File: src/rtl/parking_pkg.sv
// parking_pkg: shared types and default constants for the parking gate arbiter.
//   gate_state_t : gate sequencing FSM states
//   lane_t       : which lane currently owns the gate
//   DEF_*        : default timeout and timer-width values
package parking_pkg;

    typedef enum logic [2:0] {
        IDLE    = 3'd0,
        OPENING = 3'd1,
        PASS    = 3'd2,
        CLOSING = 3'd3,
        FAULT   = 3'd4
    } gate_state_t;

    typedef enum logic {
        ENTRY = 1'b0,
        EXIT  = 1'b1
    } lane_t;

    localparam int DEF_PASS_TIMEOUT = 1000;
    localparam int DEF_GATE_TIMEOUT = 255;
    localparam int DEF_TIMER_W      = 16;

    function automatic lane_t other_lane(input lane_t l);
        return (l == ENTRY) ? EXIT : ENTRY;
    endfunction

endpackage

File: src/rtl/parking_timeout_timer.sv
// parking_timeout_timer: saturating cycle counter with a programmable limit.
//   clk, reset_n : clock, async active-low reset
//   clear        : synchronous clear (has priority over enable)
//   enable       : count one per cycle while high
//   limit        : expiry threshold; expired is high once count >= limit-1
//   expired      : combinational flag from the registered count
module parking_timeout_timer #(
    parameter int TIMER_W = 16
) (
    input  logic               clk,
    input  logic               reset_n,
    input  logic               clear,
    input  logic               enable,
    input  logic [TIMER_W-1:0] limit,
    output logic               expired
);

    localparam logic [TIMER_W-1:0] CNT_MAX = '1;

    logic [TIMER_W-1:0] count;
    logic [TIMER_W:0]   count_p1;

    always_ff @(posedge clk or negedge reset_n) begin
        if (!reset_n)
            count <= '0;
        else if (clear)
            count <= '0;
        else if (enable && (count != CNT_MAX))
            count <= count + 1'b1;
    end

    // Compare count+1 against limit in one extra bit so a limit of 0
    // cannot underflow and the saturated maximum still compares correctly.
    assign count_p1 = {1'b0, count} + {{TIMER_W{1'b0}}, 1'b1};
    assign expired  = (count_p1 >= {1'b0, limit});

endmodule

File: src/rtl/parking_gate_arbiter.sv
// parking_gate_arbiter: arbitrates the entry and exit lanes for one shared
// barrier gate and sequences it open -> pass -> close with sensor handshakes
// and timeouts. Emits one-cycle count_inc/count_dec when a car is confirmed.
//   inputs : clk, reset_n (async, active low), entry_req, exit_req, lot_full,
//            lot_empty, gate_opened, gate_closed, car_passed, fault_clr
//   outputs: entry_grant, exit_grant (pulses), gate_open_cmd, count_inc,
//            count_dec (pulses), busy, fault -- all registered
// Build option: define EXIT_PRIORITY_EN for fixed exit-over-entry priority;
// otherwise simultaneous eligible requests are served round-robin.
module parking_gate_arbiter
    import parking_pkg::*;
#(
    parameter int PASS_TIMEOUT = DEF_PASS_TIMEOUT,
    parameter int GATE_TIMEOUT = DEF_GATE_TIMEOUT,
    parameter int TIMER_W      = DEF_TIMER_W
) (
    input  logic clk,
    input  logic reset_n,
    input  logic entry_req,
    input  logic exit_req,
    input  logic lot_full,
    input  logic lot_empty,
    input  logic gate_opened,
    input  logic gate_closed,
    input  logic car_passed,
    input  logic fault_clr,
    output logic entry_grant,
    output logic exit_grant,
    output logic gate_open_cmd,
    output logic count_inc,
    output logic count_dec,
    output logic busy,
    output logic fault
);

    localparam logic [TIMER_W-1:0] PASS_LIM = TIMER_W'(PASS_TIMEOUT);
    localparam logic [TIMER_W-1:0] GATE_LIM = TIMER_W'(GATE_TIMEOUT);

    gate_state_t state, next_state;
    lane_t       served_lane, next_lane;

    logic entry_ok, exit_ok;
    logic grant_e, grant_x, inc, dec;
    logic tmr_clear, tmr_enable, tmr_expired;
    logic [TIMER_W-1:0] tmr_limit;

    assign entry_ok = entry_req & ~lot_full;
    assign exit_ok  = exit_req  & ~lot_empty;

    // One timer shared by all timed states; the limit follows the state.
    assign tmr_limit  = (state == PASS) ? PASS_LIM : GATE_LIM;
    assign tmr_clear  = (next_state != state);
    assign tmr_enable = (state == OPENING) || (state == PASS) || (state == CLOSING);

    parking_timeout_timer #(.TIMER_W(TIMER_W)) u_timer (
        .clk     (clk),
        .reset_n (reset_n),
        .clear   (tmr_clear),
        .enable  (tmr_enable),
        .limit   (tmr_limit),
        .expired (tmr_expired)
    );

    always_comb begin
        next_state = state;
        next_lane  = served_lane;
        grant_e    = 1'b0;
        grant_x    = 1'b0;
        inc        = 1'b0;
        dec        = 1'b0;
        case (state)
            IDLE: begin
                if (entry_ok | exit_ok) begin
                    next_state = OPENING;
                    if (entry_ok & exit_ok) begin
`ifdef EXIT_PRIORITY_EN
                        next_lane = EXIT;
`else
                        next_lane = other_lane(served_lane);
`endif
                    end else if (entry_ok) begin
                        next_lane = ENTRY;
                    end else begin
                        next_lane = EXIT;
                    end
                    grant_e = (next_lane == ENTRY);
                    grant_x = (next_lane == EXIT);
                end
            end
            OPENING: begin
                if (gate_opened)
                    next_state = PASS;
                else if (tmr_expired)
                    next_state = FAULT;
            end
            PASS: begin
                // A confirmed car wins over a coincident timeout.
                if (car_passed) begin
                    next_state = CLOSING;
                    inc = (served_lane == ENTRY);
                    dec = (served_lane == EXIT);
                end else if (tmr_expired) begin
                    next_state = CLOSING;
                end
            end
            CLOSING: begin
                if (gate_closed)
                    next_state = IDLE;
                else if (tmr_expired)
                    next_state = FAULT;
            end
            FAULT: begin
                // Recovery goes through CLOSING so the gate must prove it is
                // down before another lane is served.
                if (fault_clr)
                    next_state = CLOSING;
            end
            default: next_state = IDLE;
        endcase
    end

    always_ff @(posedge clk or negedge reset_n) begin
        if (!reset_n) begin
            state         <= IDLE;
            served_lane   <= EXIT;
            entry_grant   <= 1'b0;
            exit_grant    <= 1'b0;
            gate_open_cmd <= 1'b0;
            count_inc     <= 1'b0;
            count_dec     <= 1'b0;
            busy          <= 1'b0;
            fault         <= 1'b0;
        end else begin
            state         <= next_state;
            served_lane   <= next_lane;
            entry_grant   <= grant_e;
            exit_grant    <= grant_x;
            gate_open_cmd <= (next_state == OPENING) || (next_state == PASS);
            count_inc     <= inc;
            count_dec     <= dec;
            busy          <= (next_state != IDLE);
            fault         <= (next_state == FAULT);
        end
    end

endmodule
File: config.mk
export PLATFORM = sky130hd
export DESIGN_NAME = parking_gate_arbiter
export DESIGN_NICKNAME = d
export VERILOG_FILES = /design/src/rtl/parking_pkg.sv /design/src/rtl/parking_timeout_timer.sv /design/src/rtl/parking_gate_arbiter.sv
export SDC_FILE = /design/constraint.sdc
export NUM_CORES = 1
export LEC_CHECK = 0
export ABC_AREA = 1
export CORE_ASPECT_RATIO = 1.75
export CORE_MARGIN = 5
export CORE_UTILIZATION = 30
export CTS_CLUSTER_DIAMETER = 200
export DETAILED_ROUTE_END_ITERATION = 16
export GPL_TIMING_DRIVEN = 0
export PLACE_DENSITY = 0.45
export SYNTH_ARGS = -nofsm -noshare
export SYNTH_HDL_FRONTEND = slang
export SYNTH_SLANG_ARGS = --single-unit
export TNS_END_PERCENT = 30
File: constraint.sdc
create_clock -name clk -period 8.7 [get_ports clk]
set_clock_uncertainty 0.1 [all_clocks]
set_input_delay 2.61 -clock clk [delete_from_list [all_inputs] [get_ports clk]]
set_output_delay 2.61 -clock clk [all_outputs]
set_load 0.05 [all_outputs]
==> impl_metrics.tcl <==
set metrics [dict create \
    outcome "finished clean" \
    antenna_found_initial 0 \
    syn_nets 286 \
    critical_path.max_fanout 10 \
    pwr-share-comb_pct 61.9 \
    critical_path_buf_inv_count 3 \
    yosys.area.top_type "dfrtp_1" \
    overflow 0 \
    wl_met3_um 84 \
    cts_buffers 3 \
    hp-class "reg2reg" \
    place_inst 365 \
    place_area_um2 2170 \
    finish.instance_area_um2 2210 \
    worst_pin_slew_ns 0.806 \
    row_count 38 \
    finalCritPeriodShare_pct 48.2 \
    ant_nets 0 \
    min_path_cells 2 \
    synth_adder_area_share_pct 4.60 \
    wl_per_cell_um 13.0 \
    cts-htree-levels 1 \
    ios 17 \
    drive_gt1_share_pct 13.5 \
    synth-simple-area-share_pct 40.1 \
    p_total_mw 0.704 \
    routed.top_layer "met4" \
    finalSetupTns_ns 0 \
    wl_um 4800 \
    synth_area_um2 1910 \
    grt_pass1_vias 1749 \
    p_leak_nw 1.07 \
    root_buffer "clkbuf_8" \
    grt_pass1_wl_um 8110 \
    hold_violations 0 \
    seq_area_frac_synth_pct 35.5 \
    arrival_ns 4.27 \
    post-route-min-period_ns 4.19 \
    p_int_mw 0.345 \
    cp-end-kind "register" \
    hold_start "served_lane" \
    grt_max_degree 28 \
    synth.area.top_cells "dfrtp_1 34%, nand2_1 13%, nor2_1 7.5%" \
    ys.flop_type "dfrtp_1" \
    cts_setup_buffers 0 \
    cts_tree "done" \
    place_ws_ns 4.20 \
    final_cells 369 \
    cts_hold_buf 0 \
    yosys.area_share.xor_xnor_pct 2.76 \
    syn_avg_cell_area_um2 7.08 \
    synth_compound_gate_area_share_pct 6.11 \
    drtPass1Iterations 4 \
    grt_use_total_pct 12.7 \
    crit_family "buffers and inverters" \
    final_core_util_pct 35.7 \
    core_um2 6180 \
    insertion_delay_ns 0.28 \
    worstReg2RegStart "state[2]" \
    post-dp-hpwl_um 3910 \
    clkTransAtPathRegs_ns 0.10 \
    crit_chain "clkdlybuf4s50_1, nor4_1, a21oi_1, o21ai_0, nand2_2, o21bai_2, inv_2, nand2_4, buf_12, nor2_2" \
    synth_most_common_cell "nand2_1" \
    fmaxAchievable_ghz 0.238 \
    ir_drop_v 0.000170 \
    cap_violations 0 \
    min_to "served_lane" \
    r2r_slack_ns 5.29 \
    die_w_um 70.2 \
    die_y_um 115 \
    crit_type "in2reg" \
    synth-seq-cells 27 \
    worst_slack_ns 4.51 \
    start_kind "input pin" \
    synth.distinct_cells 27 \
    critPathSlowestCell "clkdlybuf4s50_1" \
    worstPathRequired_ns 8.77 \
    nets 307 \
    async_flop_share_pct 100 \
    yosysWarnings 0 \
    yosys.area.top_type_share_pct 34.1 \
    synthCells 269 \
    switching_share_pct 51.0 \
    cts_resized 0 \
    power_frac_seq_pct 27.6 \
    clk_path_buf_depth 2 \
    synthTopCellsByCount "65 x nand2_1, 38 x nor2_1, 35 x inv_1" \
    crit_path_max_incr_delay_ns 0.40 \
    vias 1675 \
    wl_met1_um 1810 \
    powerDensity_nw_per_um2 319 \
    synth_top_family_by_area "simple AND/OR/NAND/NOR gates" \
    post_drt_via_cell_ratio 4.54 \
    holdWs_ns 0.420 \
    drc_errors 0 \
    first_iter_violations 98 \
    clkPwrFrac_pct 10.5 \
    die-area_um2 8110 \
    relSlewSlack_pct 45.9 \
    numPortBuffers 16 \
    cts_sinks 27 \
    rsz0062_at_grt "false" \
    syn_to_final_growth_pct 15.8 \
    diodes 0 \
    p_sw_mw 0.359 \
    r2r_end "u_timer.count[4]" \
    wl_met2_um 2840 \
    finalSetupViolCount 0 \
    synth_edf_count 0 \
    r2r.worst_path.cells 19 \
    drv_slew 0 \
    place.gp.congestion 0.841 \
    start_util_pct 30.8 \
    synthMuxAreaShare_pct 1.58 \
]
[layout make-up]
| class | count | area (µm²) |
|---|---|---|
| fillers | 704 | 3980 |
| multi-input cells | 200 | 1050 |
| flip-flops and latches | 27 | 677 |
| repair buffers | 16 | 155 |
| inverters | 38 | 143 |
| well taps | 80 | 100 |
| clock buffers | 4 | 45.0 |
| plain buffers | 4 | 35.0 |
[cell usage in the layout (no fill, tap or decap), types with 2 or more instances in the layout]
cell             Yosys  routed
nor2_2              13      13
mux2i_1              3       3
inv_2                3       3
nand2_1             65      65
nor2_4               4       4
dfrtp_1             26      26
nor3_1               5       5
nor2_1              38      38
nand3_2              3       3
inv_1               35      35
clkdlybuf4s50_1      0      15
nand3_1             18      18
ha_1                 7       7
a21oi_1              3       3
nand2_2              7       7
clkbuf_1             1       2
clkbuf_8             0       3
nand4_1              5       5
o21ai_0             18      18
xor2_1               6       6
[state kept, by name (all words and copies together), names as in the netlist]
register and count:
busy 1, gate_open_cmd 1, fault 1, served_lane 1, count_dec 1, exit_grant 1, u_timer.count 16, state 3
entry_grant 1, count_inc 1
[worst reg2reg max path, delay by kind of cell, from the launching register on]
kind            cells  cell delay [ns]
fa+ha+maj           1             0.38
simple gates       13             1.67
flops               1             0.46
buf+inv             4             0.55
compound gates      1             0.14
[layer usage]
metal	global-route usage, %	vias up
met5	0	-
li1	-	884
met3	1.30	6
met1	12.5	769
met2	26.5	16
met4	4.86	0
[power by group through the flow]
stage | registers, mW | clock network, mW | logic [mW]
after global placement | 0.198 | 0 | 0.444
after global routing | 0.201 | 0.0814 | 0.491
after floorplan | 0.227 | 0 | 0.293
after CTS | 0.195 | 0.0777 | 0.445
after detailed placement | 0.198 | 0 | 0.444
final | 0.194 | 0.0742 | 0.435
[kinds of logic (layout without fill, tap and decap cells)]
kind of cell | Yosys count | after routing
fa+ha+maj | 7 | 7
mux | 3 | 3
compound gates | 22 | 22
simple gates | 162 | 162
flops | 27 | 27
buf+inv | 42 | 62
xor+xnor | 6 | 6
[worst max path at each step]
stage                           start                 to  slack [ns]  cells after the start
after global routing      gate_closed   u_timer.count[4]        4.35                     10
after floorplan           gate_closed   u_timer.count[1]        4.82                      9
after global placement    gate_closed   u_timer.count[1]        4.17                     10
final                     gate_closed   u_timer.count[4]        4.51                     10
after detailed placement  gate_closed   u_timer.count[1]        4.20                     10
after CTS                 gate_closed  u_timer.count[14]        4.50                     10
(Power assumes the default switching activity.)
